[src/rtl/disp_pkg.sv]
// Shared display-RAM constants: default RAM geometry, the character layout
// (GPS region followed by the speed/odometer region) and the arbiter grant
// encoding used by the write-port arbiter.
package disp_pkg;

  localparam int DISP_AW = 6;
  localparam int DISP_DW = 8;

  // GPS sentence text occupies the first 39 characters of the display RAM
  localparam logic [DISP_AW-1:0] GPS_ADDR_MIN = 6'd0;
  localparam logic [DISP_AW-1:0] GPS_ADDR_MAX = 6'd38;

  // Speed/odometer text starts right after the GPS region
  localparam logic [DISP_AW-1:0] DISP_B_BASE = 6'd39;

  // Round-robin grant / last-served encoding
  localparam logic GNT_A = 1'b0;
  localparam logic GNT_B = 1'b1;

endpackage

[src/rtl/disp_wr_fifo.sv]
// Small synchronous FIFO buffering one writer's {addr,data} entries.
// A push into a full FIFO is accepted only when a pop happens on the same
// edge; otherwise it is ignored and the caller flags the drop. No bypass:
// an entry pushed into an empty FIFO is visible on dout the cycle after.
module disp_wr_fifo #(
  parameter int DEPTH = 4,
  parameter int W     = 14
) (
  input  logic         clk,
  input  logic         rst,
  input  logic         push,
  input  logic [W-1:0] din,
  input  logic         pop,
  output logic [W-1:0] dout,
  output logic         full,
  output logic         empty
);

  localparam int PW = $clog2(DEPTH);

  logic [W-1:0]  mem_q [DEPTH];
  logic [PW-1:0] wr_ptr_q, wr_ptr_d;
  logic [PW-1:0] rd_ptr_q, rd_ptr_d;
  logic [PW:0]   count_q, count_d;
  logic          do_push;
  logic          do_pop;

  assign full    = (count_q == (PW+1)'(DEPTH));
  assign empty   = (count_q == '0);
  assign dout    = mem_q[rd_ptr_q];
  assign do_pop  = pop && !empty;
  assign do_push = push && (!full || do_pop);

  // Next-state pointers and occupancy; simultaneous push and pop keep the count
  always_comb begin
    wr_ptr_d = wr_ptr_q;
    rd_ptr_d = rd_ptr_q;
    count_d  = count_q;
    if (do_push) wr_ptr_d = wr_ptr_q + 1'b1;
    if (do_pop)  rd_ptr_d = rd_ptr_q + 1'b1;
    if (do_push && !do_pop)      count_d = count_q + 1'b1;
    else if (!do_push && do_pop) count_d = count_q - 1'b1;
  end

  // Pointer/count registers; reset flushes the queue
  always_ff @(posedge clk) begin
    if (rst) begin
      wr_ptr_q <= '0;
      rd_ptr_q <= '0;
      count_q  <= '0;
    end else begin
      wr_ptr_q <= wr_ptr_d;
      rd_ptr_q <= rd_ptr_d;
      count_q  <= count_d;
    end
  end

  // Storage needs no reset: stale slots are never read while empty
  always_ff @(posedge clk) begin
    if (do_push) mem_q[wr_ptr_q] <= din;
  end

endmodule

[src/rtl/disp_ram_wr_arbiter.sv]
// Write-port arbiter for the 64x8 display character RAM.
// Writer A (GPS parser) and writer B (speed/odometer formatter, offset by
// B_BASE) each feed a small FIFO; the FIFOs drain round-robin, one RAM write
// per cycle, and the display scan can pause draining with hold.
// Optional feature macro: DISP_ARB_DROP_CNT_EN builds a saturating counter of
// dropped writes on drop_cnt; without it drop_cnt is constant zero.
module disp_ram_wr_arbiter
  import disp_pkg::*;
#(
  parameter int            AW     = DISP_AW,
  parameter int            DW     = DISP_DW,
  parameter int            DEPTH  = 4,
  parameter logic [AW-1:0] B_BASE = AW'(DISP_B_BASE)
) (
  input  logic          clk,
  input  logic          rst,
  input  logic [AW-1:0] a_addr,
  input  logic [DW-1:0] a_data,
  input  logic          a_we,
  input  logic [AW-1:0] b_addr,
  input  logic [DW-1:0] b_data,
  input  logic          b_we,
  input  logic          hold,
  output logic [AW-1:0] ram_addr,
  output logic [DW-1:0] ram_data,
  output logic          ram_we,
  output logic          ovf_a,
  output logic          ovf_b,
  output logic          busy,
  output logic [15:0]   drop_cnt
);

  logic [AW+DW-1:0] a_dout, b_dout;
  logic             a_full, a_empty, b_full, b_empty;
  logic             a_pop, b_pop;
  logic             a_drop, b_drop;
  logic [AW-1:0]    b_addr_mapped;
  logic             last_q, last_d;
  logic [AW-1:0]    ram_addr_q, ram_addr_d;
  logic [DW-1:0]    ram_data_q, ram_data_d;
  logic             ram_we_q, ram_we_d;
  logic             ovf_a_q, ovf_a_d;
  logic             ovf_b_q, ovf_b_d;

  // B addresses wrap modulo 2^AW by design
  assign b_addr_mapped = b_addr + B_BASE;

  disp_wr_fifo #(.DEPTH(DEPTH), .W(AW+DW)) u_fifo_a (
    .clk(clk), .rst(rst), .push(a_we), .din({a_addr, a_data}),
    .pop(a_pop), .dout(a_dout), .full(a_full), .empty(a_empty)
  );

  disp_wr_fifo #(.DEPTH(DEPTH), .W(AW+DW)) u_fifo_b (
    .clk(clk), .rst(rst), .push(b_we), .din({b_addr_mapped, b_data}),
    .pop(b_pop), .dout(b_dout), .full(b_full), .empty(b_empty)
  );

  // A write is lost only when its FIFO is full and not draining this cycle
  assign a_drop = a_we && a_full && !a_pop;
  assign b_drop = b_we && b_full && !b_pop;

  // Grant selection; the pointer only moves when both writers compete
  always_comb begin
    a_pop  = 1'b0;
    b_pop  = 1'b0;
    last_d = last_q;
    if (!hold) begin
      if (!a_empty && !b_empty) begin
        if (last_q == GNT_B) begin
          a_pop  = 1'b1;
          last_d = GNT_A;
        end else begin
          b_pop  = 1'b1;
          last_d = GNT_B;
        end
      end else if (!a_empty) begin
        a_pop = 1'b1;
      end else if (!b_empty) begin
        b_pop = 1'b1;
      end
    end
  end

  // Output register next-state: load the popped entry, otherwise hold
  always_comb begin
    ram_addr_d = ram_addr_q;
    ram_data_d = ram_data_q;
    ram_we_d   = a_pop || b_pop;
    if (a_pop) begin
      ram_addr_d = a_dout[AW+DW-1:DW];
      ram_data_d = a_dout[DW-1:0];
    end else if (b_pop) begin
      ram_addr_d = b_dout[AW+DW-1:DW];
      ram_data_d = b_dout[DW-1:0];
    end
    ovf_a_d = ovf_a_q || a_drop;
    ovf_b_d = ovf_b_q || b_drop;
  end

  // Arbiter state, RAM write register and sticky overflow flags
  always_ff @(posedge clk) begin
    if (rst) begin
      last_q     <= GNT_B;
      ram_addr_q <= '0;
      ram_data_q <= '0;
      ram_we_q   <= 1'b0;
      ovf_a_q    <= 1'b0;
      ovf_b_q    <= 1'b0;
    end else begin
      last_q     <= last_d;
      ram_addr_q <= ram_addr_d;
      ram_data_q <= ram_data_d;
      ram_we_q   <= ram_we_d;
      ovf_a_q    <= ovf_a_d;
      ovf_b_q    <= ovf_b_d;
    end
  end

  assign ram_addr = ram_addr_q;
  assign ram_data = ram_data_q;
  assign ram_we   = ram_we_q;
  assign ovf_a    = ovf_a_q;
  assign ovf_b    = ovf_b_q;
  assign busy     = !a_empty || !b_empty;

`ifdef DISP_ARB_DROP_CNT_EN
  logic [15:0] drop_cnt_q, drop_cnt_d;
  logic [16:0] drop_sum;

  // Both writers may drop on the same edge, so add up to two, then saturate
  always_comb begin
    drop_sum   = {1'b0, drop_cnt_q} + {16'd0, a_drop} + {16'd0, b_drop};
    drop_cnt_d = drop_sum[16] ? 16'hFFFF : drop_sum[15:0];
  end

  // Dropped-write counter register
  always_ff @(posedge clk) begin
    if (rst) drop_cnt_q <= '0;
    else     drop_cnt_q <= drop_cnt_d;
  end

  assign drop_cnt = drop_cnt_q;
`else
  assign drop_cnt = 16'd0;
`endif

endmodule

[config.mk]
export PLATFORM = sky130hd
export DESIGN_NAME = disp_ram_wr_arbiter
export DESIGN_NICKNAME = d
export VERILOG_FILES = /design/src/rtl/disp_pkg.sv /design/src/rtl/disp_wr_fifo.sv /design/src/rtl/disp_ram_wr_arbiter.sv
export SDC_FILE = /design/constraint.sdc
export NUM_CORES = 1
export LEC_CHECK = 0
export ABC_AREA = 1
export CAP_MARGIN = 20
export CORE_ASPECT_RATIO = 0.5
export CORE_MARGIN = 5
export CORE_UTILIZATION = 45
export CTS_BUF_LIST = sky130_fd_sc_hd__clkbuf_4
export CTS_CLUSTER_SIZE = 10
export DETAILED_ROUTE_END_ITERATION = 8
export HOLD_SLACK_MARGIN = 0.06
export PLACE_DENSITY_LB_ADDON = 0.12
export SLEW_MARGIN = 20
export SYNTH_ARGS = -nofsm -noshare
export SYNTH_HDL_FRONTEND = slang
export SYNTH_SLANG_ARGS = --single-unit
[constraint.sdc]
create_clock -name clk -period 6.3 [get_ports clk]
set_clock_uncertainty 0.1 [all_clocks]
set_input_delay 1.26 -clock clk [delete_from_list [all_inputs] [get_ports clk]]
set_output_delay 1.26 -clock clk [all_outputs]
set_load 0.03 [all_outputs]
==> results of run 1 <==
==> critical path, cell delays in order <==
cell	delay, ps
clkdlybuf4s50_1	470
a21oi_4	330
nand2_4	250
nand2_2	140
nand2_2	90
inv_2	80
ha_1	130
inv_1	70
fa_1	390
a21oi_1	160
o21ai_0	120
o21ai_0	150
a21oi_1	50
==> final cells by class <==
cell class / count / area share [%]
Clock buffer: 17 / 1.69
Clock inverter: 14 / 2.04
Timing Repair Buffer: 59 / 7.52
Tap cell: 198 / 3.28
Sequential cell: 148 / 54.1
Multi-Input combinational cell: 386 / 26.1
Inverter: 106 / 5.30
==> worst max-delay path by stage <==
stage | startpoint | slack [ps] | endpoint
2_1_floorplan | hold | 3360 | u_fifo_b.count_q[2]
3_3_place_gp | hold | 2440 | u_fifo_a.count_q[2]
3_5_place_dp | hold | 2410 | u_fifo_a.count_q[2]
4_1_cts | u_fifo_b.count_q[0] | 2920 | busy
5_1_grt | hold | 2730 | u_fifo_a.count_q[2]
6_report | hold | 2910 | u_fifo_a.count_q[2]
==> metal layers <==
metal | share of wire [%] | track usage [%]
met3 | 3.7 | 3.13
met2 | 46 | 25.9
met5 | 0 | 0
met1 | 50 | 21.1
met4 | 0.73 | 4.93
==> cell families (layout without fill, tap and decap cells) <==
family          after synthesis  after routing  share of synthesized area [%]
simple gates                307            307                           21.0
flops                       148            148                           61.4
buf+inv                     144            196                           9.78
compound gates               43             43                           4.14
fa+ha+maj                    13             13                           2.67
xor+xnor                      7              7                          0.922
other cells                   1             16                         0.0564
==> flip-flops by register name (all words and copies together) (netlist names), 3 cells and up, named ones only <==
register          flops
u_fifo_a.mem_q       56
u_fifo_b.mem_q       56
ram_data              8
ram_addr              6
u_fifo_a.count_q      3
u_fifo_b.count_q      3
==> stage by stage <==
| step | area (um2) | util (%) | hold slack (ps) | setup slack (ps) |
|---|---|---|---|---|
| 3_3_place_gp | 7270 | 50.3 | 330 | 2440 |
| 5_1_grt | 7560 | 52.2 | 392 | 2730 |
| 2_1_floorplan | 6710 | - | 309 | 3360 |
| 6_report | 7560 | 52.2 | 365 | 2910 |
| 4_1_cts | 7560 | 52.2 | 370 | 2920 |
| 3_5_place_dp | 7270 | 50.3 | 340 | 2410 |
==> cell usage in the layout (no fill, tap or decap) <==
| master | n |
|---|---|
| o21bai_1 | 1 |
| fa_1 | 2 |
| inv_6 | 4 |
| nand3_2 | 11 |
| clkinv_4 | 3 |
| a21oi_2 | 11 |
| a31oi_1 | 2 |
| bufinv_16 | 2 |
| clkinv_2 | 2 |
| clkbuf_4 | 17 |
| nand2_1 | 174 |
| o211ai_1 | 1 |
| a21oi_1 | 18 |
| nand3_1 | 74 |
| clkinvlp_4 | 3 |
| nor2_1 | 23 |
| conb_1 | 16 |
| nand2_4 | 5 |
| buf_4 | 9 |
| ha_1 | 11 |
| inv_4 | 1 |
| xor2_1 | 7 |
| inv_2 | 6 |
| o21ai_0 | 9 |
| nor3_1 | 3 |
| nand2_2 | 12 |
| clkdlybuf4s50_1 | 50 |
| nor2_2 | 3 |
| edfxtp_1 | 112 |
| a21oi_4 | 1 |
| dfxtp_2 | 1 |
| dfxtp_1 | 35 |
| inv_1 | 99 |
| nand3b_1 | 2 |
==> power by group <==
group / internal (mW) / switching [mW] / total, mW
combinational: 0.343 / 0.671 / 1.01
sequential: 1.21 / 0.100 / 1.31
clock: 0.238 / 0.352 / 0.590
total: 1.79 / 1.12 / 2.91
==> flow_metrics.env, run 1 <==
export IMPL_cp_start_kind="primary input"
export IMPL_wirelength_um=13100
export IMPL_instances_no_fill=928
export IMPL_dr_first_iter_drc_count=213
export IMPL_num_antenna_cells=0
export IMPL_grt_overflow_total=0
export IMPL_dp_cells=897
export IMPL_ctsHoldBuffers=0
export IMPL_grt_pass1_vias=4040
export IMPL_insertion_delay_ps=510
export IMPL_rsz0062_at_grt="no"
export IMPL_multi_input_area_um2=1970
export IMPL_drv_slew=0
export IMPL_fillers=1332
export IMPL_root_buffer="clkbuf_4"
export IMPL_fin_nets=764
export IMPL_post_cts_buffers=0
export IMPL_fin_crit_sh_pct=53.8
export IMPL_detail_route_drc_violations=0
export IMPL_dr_pass1_iters=5
export IMPL_hold_start="u_fifo_a.rd_ptr_q[1]"
export IMPL_synthCells=663
export IMPL_synth_top_cell_area_share_pct=50.6
export IMPL_critical_path_required_ps=6610
export IMPL_synth_common_cells="174 x nand2_1, 112 x edfxtp_1, 99 x inv_1"
export IMPL_num_rows=31
export IMPL_outcome="completed"
export IMPL_ir_worst_vdd_v=0.000129
export IMPL_min_to="u_fifo_a.rd_ptr_q[1]"
export IMPL_grt_pass1_wl_um=21000
export IMPL_crit_arrival_ps=3700
export IMPL_syn_area_per_cell_um2=10.0
export IMPL_h_tree_depth=4
export IMPL_cts_clk_slew_worst_paths_ps=130
export IMPL_ant_nets=0
export IMPL_synth_edff_count=112
export IMPL_antenna_found_initial=0
export IMPL_die_w_um=182
export IMPL_holdPathStages=1
export IMPL_finalSetupViolCount=0
export IMPL_hold_class="flop to flop"
export IMPL_syn_cell_area_um2=6650
export IMPL_fin_tns_setup_ps=0
export IMPL_yosysSeqAreaShare_pct=61.4
export IMPL_cts_tree="yes"
export IMPL_fin_crit_ps=3390
export IMPL_syn2layout_area_growth_pct=13.6
export IMPL_core_area_um2=14500
export IMPL_crit_type="primary input to flop"
export IMPL_reg2reg_depth=13
export IMPL_io_buffers=50
export IMPL_vias=4284
export IMPL_vias_per_cell=4.62
export IMPL_routedWlPerCell_um=14.1
export IMPL_ff_latch_area_um2=4090
export IMPL_grt_start_max_net_pins=30
export IMPL_critical_path_max_fanout=19
export IMPL_p_leak_nw=3.17
export IMPL_numCtsBuffers=17
export IMPL_rrSetupSlack_ps=3570
export IMPL_async_reset_ff_share_pct=0
export IMPL_r2r_end="u_fifo_a.count_q[2]"
export IMPL_max_freq_ghz=0.295
export IMPL_cts_sinks=148
export IMPL_ioPinCount=67
export IMPL_place_detailed_hpwl_um=8740
export IMPL_synth_cell_type_count=29
export IMPL_maxCapViolCount=0
export IMPL_die_h_um=96.0
export IMPL_clock_tree_buffer_depth=2
export IMPL_ys_seq_elements=148
export IMPL_yosysTopAreaCell="edfxtp_1"
export IMPL_endpoint_kind="flop"
export IMPL_synth_most_common_cell="nand2_1"
export IMPL_cts_resized=0
export IMPL_initial_utilization_pct=46.0
export IMPL_synth_ff_type="edfxtp_1"
export IMPL_r2r_start="u_fifo_a.count_q[0]"
export IMPL_slew_headroom_pct=32.2
export IMPL_synthTopCellsByArea="edfxtp_1 51%, dfxtp_1 11%, nand2_1 9.8%"
export IMPL_power_total_mw=2.91
export IMPL_worst_pin_slew_ps=1010
export IMPL_grtUsageTotal_pct=15.7
export IMPL_dieArea_um2=17500
export IMPL_place_congestion=0.774
export IMPL_yosysWarnings=0
export IMPL_drive_above_1_share_pct=12.5
export IMPL_power_density_nw_per_um2=385
export IMPL_hold_viol=0
No activity file was read; power rests on OpenSTA's default activity.
==> run 2: changes to the inputs <==
Clock period 6.3 ns to 2.9 ns, I/O delays scaled along.
==> flow_metrics.env, run 2 (synthesis results as in run 1) <==
export IMPL_outcome="completed"
export IMPL_routedWlPerCell_um=14.0
export IMPL_initial_utilization_pct=46.0
export IMPL_vias_per_cell=4.63
export IMPL_fin_area_um2=7580
export IMPL_final_common_cell="nand2_1"
export IMPL_post_cts_buffers=0
export IMPL_ant_nets=0
export IMPL_detail_route_drc_violations=0
export IMPL_fin_tns_setup_ps=0
export IMPL_num_antenna_cells=0
export IMPL_hold_viol=0
export IMPL_syn2layout_area_growth_pct=13.9
export IMPL_cts_clk_slew_worst_paths_ps=120
export IMPL_p_leak_nw=3.20
export IMPL_num_rows=31
export IMPL_ir_worst_vdd_v=0.000282
export IMPL_grt_pass1_wl_um=21700
export IMPL_max_freq_ghz=0.384
export IMPL_critical_path_required_ps=2220
export IMPL_fin_crit_sh_pct=89.8
export IMPL_post_place_ws_ps=68.9
export IMPL_ctsHoldBuffers=0
export IMPL_insertion_delay_ps=510
export IMPL_grt_busiest_layer="met2"
export IMPL_power_density_nw_per_um2=822
export IMPL_root_buffer="clkbuf_4"
export IMPL_maxCapViolCount=0
export IMPL_grt_start_max_net_pins=30
export IMPL_numCtsBuffers=17
export IMPL_fillers=1319
export IMPL_die_w_um=182
export IMPL_crit_type="flop to primary output"
export IMPL_crit_arrival_ps=1930
export IMPL_dieArea_um2=17500
export IMPL_place_detailed_hpwl_um=8490
export IMPL_core_area_um2=14500
export IMPL_cts_tree="yes"
export IMPL_cp_start_kind="flop"
export IMPL_endpoint_kind="primary output"
export IMPL_hold_class="flop to flop"
export IMPL_layout_common_cells="174 x nand2_1, 112 x edfxtp_1, 99 x inv_1"
export IMPL_antenna_found_initial=0
export IMPL_grt_pass1_vias=4214
export IMPL_fin_crit_ps=2610
export IMPL_cts_sinks=148
export IMPL_io_buffers=50
export IMPL_finalSetupViolCount=0
export IMPL_drv_slew=0
export IMPL_grt_overflow_total=0
export IMPL_wirelength_um=13100
export IMPL_grt_use_met3_pct=3.78
export IMPL_dr_first_iter_drc_count=241
export IMPL_slew_headroom_pct=64.9
export IMPL_h_tree_depth=4
export IMPL_clock_tree_buffer_depth=2
export IMPL_dr_pass1_iters=6
export IMPL_die_h_um=96.0
export IMPL_grtUsageTotal_pct=16.1
export IMPL_placed_area_um2=7330
export IMPL_cts_resized=0
export IMPL_place_congestion=0.755
export IMPL_met1_usage_pct=22.4
export IMPL_vias=4337
export IMPL_ioPinCount=67
export IMPL_fin_ws_ps=295
export IMPL_worst_pin_slew_ps=526
export IMPL_critical_path_max_fanout=4
export IMPL_drive_above_1_share_pct=13.1
export IMPL_fin_nets=771
export IMPL_use_met2_pct=25.8
export IMPL_rsz0062_at_grt="no"
[run 2: cell types whose count changed in the layout (fill, tap and decap cells not counted), moves of 2 or more]
cell and change:
buf_4 +7, clkbuf_4 +5, clkinv_4 -2, inv_6 -4
[run 2: area by class of cell]
cell class                 count  area [um2]  area share (%)
multi-input combinational    386        1970            26.0
sequential                   148        4080            53.9
inverter                     106         400            5.28
clock buffer                  22         165            2.18
clock inverter                10        87.6            1.16
tap                          198         248            3.27
timing repair buffer          66         621            8.19
[run 2: path summary, 6_finish.rpt]
path                                            from                    to  slack (ps)  cells after the start
worst max-delay path             u_fifo_a.count_q[1]                  busy         290                      5
worst min-delay path            u_fifo_a.rd_ptr_q[1]  u_fifo_a.rd_ptr_q[1]         370                      1
worst max register to register   u_fifo_a.count_q[0]   u_fifo_b.count_q[2]         500                     14
worst min register to register  u_fifo_a.rd_ptr_q[1]  u_fifo_a.rd_ptr_q[1]         370                      1
[run 2: report_power, final]
group          switching, mW  internal (mW)  leakage [nW]
clock network          0.699          0.467         0.133
registers              0.151           2.62          1.32
logic                   1.52          0.772          1.74
total                   2.37           3.86          3.20
[run 2: critical path, stage by stage, from the launching register on]
cell and delay [ps]:
dfxtp_1 440, nor2_2 80, nand2_2 110, inv_2 50, nand2_4 60, clkdlybuf4s50_1 660
[run 2: metrics by stage]
stage          hold slack (ps)  total power, mW  util [%]  cells
2_1_floorplan              309             4.47         -    678
6_report                   370             6.23      52.4    936
4_1_cts                    369             6.30      52.4    936
3_3_place_gp               332             5.10      50.6    904
5_1_grt                    389             6.71      52.4    936
3_5_place_dp               346             5.13      50.6    904
[run 2: routing by layer]
metal,vias up,wire length (um)
met5,-,0
met4,0,107
met3,7,530
met2,82,5940
met1,2010,6490
li1,2238,-
==> run 3: changes to the inputs <==
Settings changed: SKIP_CTS_REPAIR_TIMING set to 1.
==> results of run 3 <==
Same layout as run 2: the final DEF is identical, and so are final timing and power.
==> RTL edit 1, RTL diff (config.mk and constraints of run 3) <==
Build with the macro `DISP_ARB_DROP_CNT_EN` defined.
--- a/src/rtl/disp_ram_wr_arbiter.sv
+++ b/src/rtl/disp_ram_wr_arbiter.sv
@@ -4,6 +4,8 @@
 // per cycle, and the display scan can pause draining with hold.
 // Optional feature macro: DISP_ARB_DROP_CNT_EN builds a saturating counter of
 // dropped writes on drop_cnt; without it drop_cnt is constant zero.
+`define DISP_ARB_DROP_CNT_EN
+
 module disp_ram_wr_arbiter
   import disp_pkg::*;
 #(
Function: changed (a bounded check fails within 10 cycles, from zero or initial values and one cycle with rst high).
==> RTL edit 1 against run 3 <==
Synthesized cell count up 14%; sequential power up 8.3%; area after synthesis up 9.9%; total power up 3.8%; design area up 13%; setup slack worse by 0.079 ns; sequential cell count up 16; routed wire length up 15%; highest routed layer unchanged.
==> RTL edit 1: results (changes against run 3) <==
The net count of the mapped netlist came out at 804. The routability-driven placement congestion ratio came to 0.7941 (+5.2%). The number of placed instances, taps included came to 1046 (+16%).

The count of final hold-check violations came out at 0 (unchanged). The clock transition at the registers of the reported paths is 0.16 ns (+0.04 ns). The DRC violation count after routing came out at 0 (unchanged).

The global-route usage over all layers came out at 16.09% (about the same). The worst slack after detailed placement came to -0.02808 ns (-0.09698 ns). The number of buffers added on ports is 66 (+32%). The wire length of the first global-routing pass came out at 24.29 mm (+12%). By count the netlist is led by sky130_fd_sc_hd__nand2_1 (196), sky130_fd_sc_hd__inv_1 (115), sky130_fd_sc_hd__edfxtp_1 (112), sky130_fd_sc_hd__nand3_1 (85), sky130_fd_sc_hd__dfxtp_1 (52).

After synthesis, the cell types taking the most area are sky130_fd_sc_hd__edfxtp_1 (46%), sky130_fd_sc_hd__dfxtp_1 (14%), sky130_fd_sc_hd__nand2_1 (10%), sky130_fd_sc_hd__inv_1 (5.9%), sky130_fd_sc_hd__nand3_1 (5.8%). Grouping stages by cell kind, the critical path spends the most delay in buffers and inverters. The half-perimeter wire length after placement is 10.22 mm (+20%).

The number of global-route vias before repair came out at 4784 (+14%). The H-tree depth was 4 (unchanged). The tree is rooted in a sky130_fd_sc_hd__clkbuf_4.

The total of warnings raised by yosys came to 0 (unchanged). The leakage power summed over all cells is 3.549 nW (+11%). The initial antenna violation count is 0 (unchanged).

The count of different cell masters after synthesis came to 34 (+17%). The sequential fraction of the synthesis area came out at 60.23% (-1.2 points). For this design, the slowest cell found on the critical path is sky130_fd_sc_hd__clkdlybuf4s50_1. The async set-or-reset flop fraction in the synthesized netlist came out at 0% (unchanged). The routed wirelength normalized by instance count is 13.98 um (+0.13%). The share of post-route cells with drive strength above 1 is 12.72% (-0.42 points). The count of non-filler cells in the finished layout is 1078 (+15%).

The total placed instance area came out at 8324 um2 (+14%). The number of enable flip-flop cells after synthesis was 112 (unchanged). The largest driver fanout on the critical path is 4 (unchanged). The largest net degree at the start of global routing is 30 (unchanged). The most common flop cell mapped by yosys is sky130_fd_sc_hd__edfxtp_1. The total number of vias was 5125 (+18%). The delay of the slowest critical-path stage came out at 0.68 ns (+0.02 ns). The CTS buffer count came to 17 (unchanged). The antenna diode instance count is 0 (unchanged). The sum of negative setup slack came out at 0 ns (unchanged).

The cell count after synthesis is 756 (+14%). The endpoint arrival time on the critical path came out at 2.00 ns (+0.07 ns). The number of DRC markers after the initial detailed-route iteration is 338 (+40%). The clock latency of the later-clocked register in the worst-skew pair is around 0.52 ns. The worst-case vdd ir drop is 0.2412 mV (-14%).

The worst slew margin relative to its limit is 60.41% (-4.5 points). The worst min-delay path class is flip-flop to flip-flop. The number of buffers on the longest clock path is 2 (unchanged).

The first-pass iteration count of the detailed router is 5 (-1). The number of nets in the finished design is 892 (+16%). The run finished with clean final reports.
-- RTL edit 1: layer usage --
layer	track usage [%]	vias to the layer above	share of wire, %
li1	-	2626	-
met1	23.69	2391	50
met2	24.40	96	44
met3	3.683	12	4.8
met4	3.861	0	0.70
met5	0	-	0
-- RTL edit 1: worst paths after layout --
| kind | startpoint | endpoint | slack, ns | depth (start not counted) |
|---|---|---|---|---|
| setup reg to reg | u_fifo_a.count_q[0] | u_fifo_b.count_q[2] | 0.38 | 15 |
| setup / recovery | u_fifo_a.count_q[0] | busy | 0.22 | 5 |
| hold reg to reg | u_fifo_a.rd_ptr_q[1] | u_fifo_a.rd_ptr_q[1] | 0.37 | 2 |
| hold / removal | u_fifo_a.rd_ptr_q[1] | u_fifo_a.rd_ptr_q[1] | 0.37 | 2 |
-- RTL edit 1: cell families after synthesis --
group	after synthesis	synth area share [%]
and+or+nand+nor	357	22.19
DFF	164	60.23
buffers and inverters	146	8.162
AOI/OAI and AO/OA	61	4.979
adders and majority gates	15	2.875
xor gates and xnor gates	13	1.557
-- RTL edit 1: worst register-to-register path, stage by stage, from the launching register on --
cell	delay [ns]
sky130_fd_sc_hd__dfxtp_1	0.40
sky130_fd_sc_hd__nor2_2	0.23
sky130_fd_sc_hd__nand2_2	0.10
sky130_fd_sc_hd__nand2_1	0.08
sky130_fd_sc_hd__nand3_2	0.07
sky130_fd_sc_hd__buf_4	0.15
sky130_fd_sc_hd__nand2_2	0.08
sky130_fd_sc_hd__nand2_1	0.08
sky130_fd_sc_hd__inv_1	0.06
sky130_fd_sc_hd__ha_1	0.13
sky130_fd_sc_hd__inv_1	0.06
sky130_fd_sc_hd__fa_1	0.38
sky130_fd_sc_hd__a21oi_1	0.14
sky130_fd_sc_hd__o21ai_0	0.11
sky130_fd_sc_hd__o21ai_0	0.17
sky130_fd_sc_hd__a21oi_1	0.06
-- RTL edit 1: where the power goes --
part	switching (mW)	leakage, nW	internal (mW)
sequential	0.160	1.45	2.85
combinational	1.49	1.97	0.786
clock	0.819	0.126	0.371
-- RTL edit 1: final cells by class --
type	count	area [um2]
repair buffers	92	868.3
clock buffers	19	142.6
inverters	123	464.2
fillers	1403	7088
multi-input cells	446	2311
clock inverters	13	100.1
well taps	221	276.5
flip-flops and latches	164	4404
==> RTL edit 2, RTL diff (config.mk and constraints of run 3) <==
Without the edit above. Register the output `ovf_a` once more, without a reset; this adds one clock of latency there. The other outputs are not delayed to match.
--- a/src/rtl/disp_ram_wr_arbiter.sv
+++ b/src/rtl/disp_ram_wr_arbiter.sv
@@ -119,7 +119,9 @@
   assign ram_addr = ram_addr_q;
   assign ram_data = ram_data_q;
   assign ram_we   = ram_we_q;
-  assign ovf_a    = ovf_a_q;
+  always_ff @(posedge clk) begin
+    ovf_a <= ovf_a_q;
+  end
   assign ovf_b    = ovf_b_q;
   assign busy     = !a_empty || !b_empty;
 
Formal check against the unedited RTL: not equivalent (Yosys sat finds a counterexample within 10 cycles, from zero or initial values and one cycle with rst high).
==> RTL edit 2 against run 3 <==
Clock power increased by 10%; die area increased by 0.28%; area after synthesis increased by 0.30%; routed wire length decreased by 0.15%; largest power group unchanged; via count decreased by 0.95%; setup slack got worse by 0.047 ns; total power increased by 2.3%; worst hold slack got worse by 0.11 ns; first-iteration DRC count decreased by 20%; design area increased by 0.79%; cell count increased by 0.21%; synthesized cell count increased by 0.15%; sequential cell count increased by 1.
==> RTL edit 2: results (changes against run 3) <==
The run finished with clean final reports. The total number of vias was 4296 (-0.95%). The share of post-route cells with drive strength above 1 is 13.24% (+0.10 points). The sequential fraction of the synthesis area is 61.50% (+0.12 points). The global-route usage over all layers is 15.73% (-0.38 points).

The delay of the slowest critical-path stage is 0.68 ns (+0.02 ns). The total of warnings raised by yosys is 0 (unchanged). The worst slack after detailed placement is 0.07156 ns (+0.002666 ns). The first-pass iteration count of the detailed router is 5 (-1). The worst-case vdd ir drop came to 0.2689 mV (-4.6%). The slew at the pin with the worst max-slew slack is 0.5441 ns (+0.01795 ns).

The leakage power summed over all cells is 3.228 nW (+1.0%). The endpoint arrival time on the critical path is 1.97 ns (+0.04 ns). The total placed instance area came out at 7362 um2 (+0.48%).

The clock transition at the registers of the reported paths came out at 0.14 ns (+0.02 ns). The post-route worst hold slack was 0.2592 ns (-0.1110 ns). In the synthesized netlist, the cells that appear most often are sky130_fd_sc_hd__nand2_1 (174), sky130_fd_sc_hd__edfxtp_1 (112), sky130_fd_sc_hd__inv_1 (99), sky130_fd_sc_hd__nand3_1 (74), sky130_fd_sc_hd__dfxtp_1 (37). The number of nets in the finished design is 774 (+0.39%). The worst-case setup margin in the final layout is 0.2477 ns (-0.04721 ns).

The wire length after detailed routing came out at 13.05 mm (-0.15%). The wire length of the first global-routing pass is 20.98 mm (-3.5%). The number of DRC markers after the initial detailed-route iteration came to 194 (-20%). The routability-driven placement congestion ratio was 0.7602 (+0.74%). By area the synthesized netlist is led by sky130_fd_sc_hd__edfxtp_1 (50%), sky130_fd_sc_hd__dfxtp_1 (11%), sky130_fd_sc_hd__nand2_1 (9.8%), sky130_fd_sc_hd__inv_1 (5.6%), sky130_fd_sc_hd__nand3_1 (5.6%). The half-perimeter wire length after placement is 8.500 mm (+0.16%). The number of global-route vias before repair is 3954 (-6.2%).
-- RTL edit 2: cell types whose count changed after synthesis, sizes merged --
cell	before	now
dfxtp	36	37
-- RTL edit 2: path summary, 6_finish.rpt --
check                             end  depth (start not counted)           startpoint
hold / removal                  ovf_a                          0              ovf_a_q
hold reg to reg                 ovf_a                          0              ovf_a_q
setup reg to reg  u_fifo_a.count_q[2]                         14  u_fifo_b.count_q[0]
setup / recovery                 busy                          5  u_fifo_b.count_q[0]
-- RTL edit 2: layout make-up --
cell class,instances,area (um2)
Multi-Input combinational cell,386,1974
Clock inverter,14,150.1
Sequential cell,149,4104
Inverter,106,400.4
Timing Repair Buffer,68,635.6
Fill cell,1330,6867
Clock buffer,17,127.6
Tap cell,198,247.7
-- RTL edit 2: where the power goes --
group	switching, mW	leakage [nW]	internal, mW
clock	0.772	0.147	0.516
sequential	0.153	1.33	2.64
combinational	1.52	1.75	0.777
-- RTL edit 2: metal layers --
layer	global-route usage [%]	wire [um]	share of wire, %	up-vias
met5	0	0	0	-
met4	5.056	95	0.73	0
met3	3.171	506	3.9	10
met2	24.35	5712	44	66
met1	22.51	6730	52	1983
li1	-	-	-	2237
-- RTL edit 2: cell families after synthesis --
kind of cell | Yosys count | synth area share, %
AOI/OAI and AO/OA | 43 | 4.125
adders and majority gates | 13 | 2.663
other | 1 | 0.05620
buffers and inverters | 144 | 9.751
and+or+nand+nor | 307 | 20.98
DFF | 149 | 61.50
xor gates and xnor gates | 7 | 0.9188
-- RTL edit 2: per-stage QoR --
step	instances	util, %
final	938	52.67
after CTS	938	52.67
after detailed placement	907	50.75
after global placement	907	50.75
after global routing	938	52.67
after floorplan	679	-
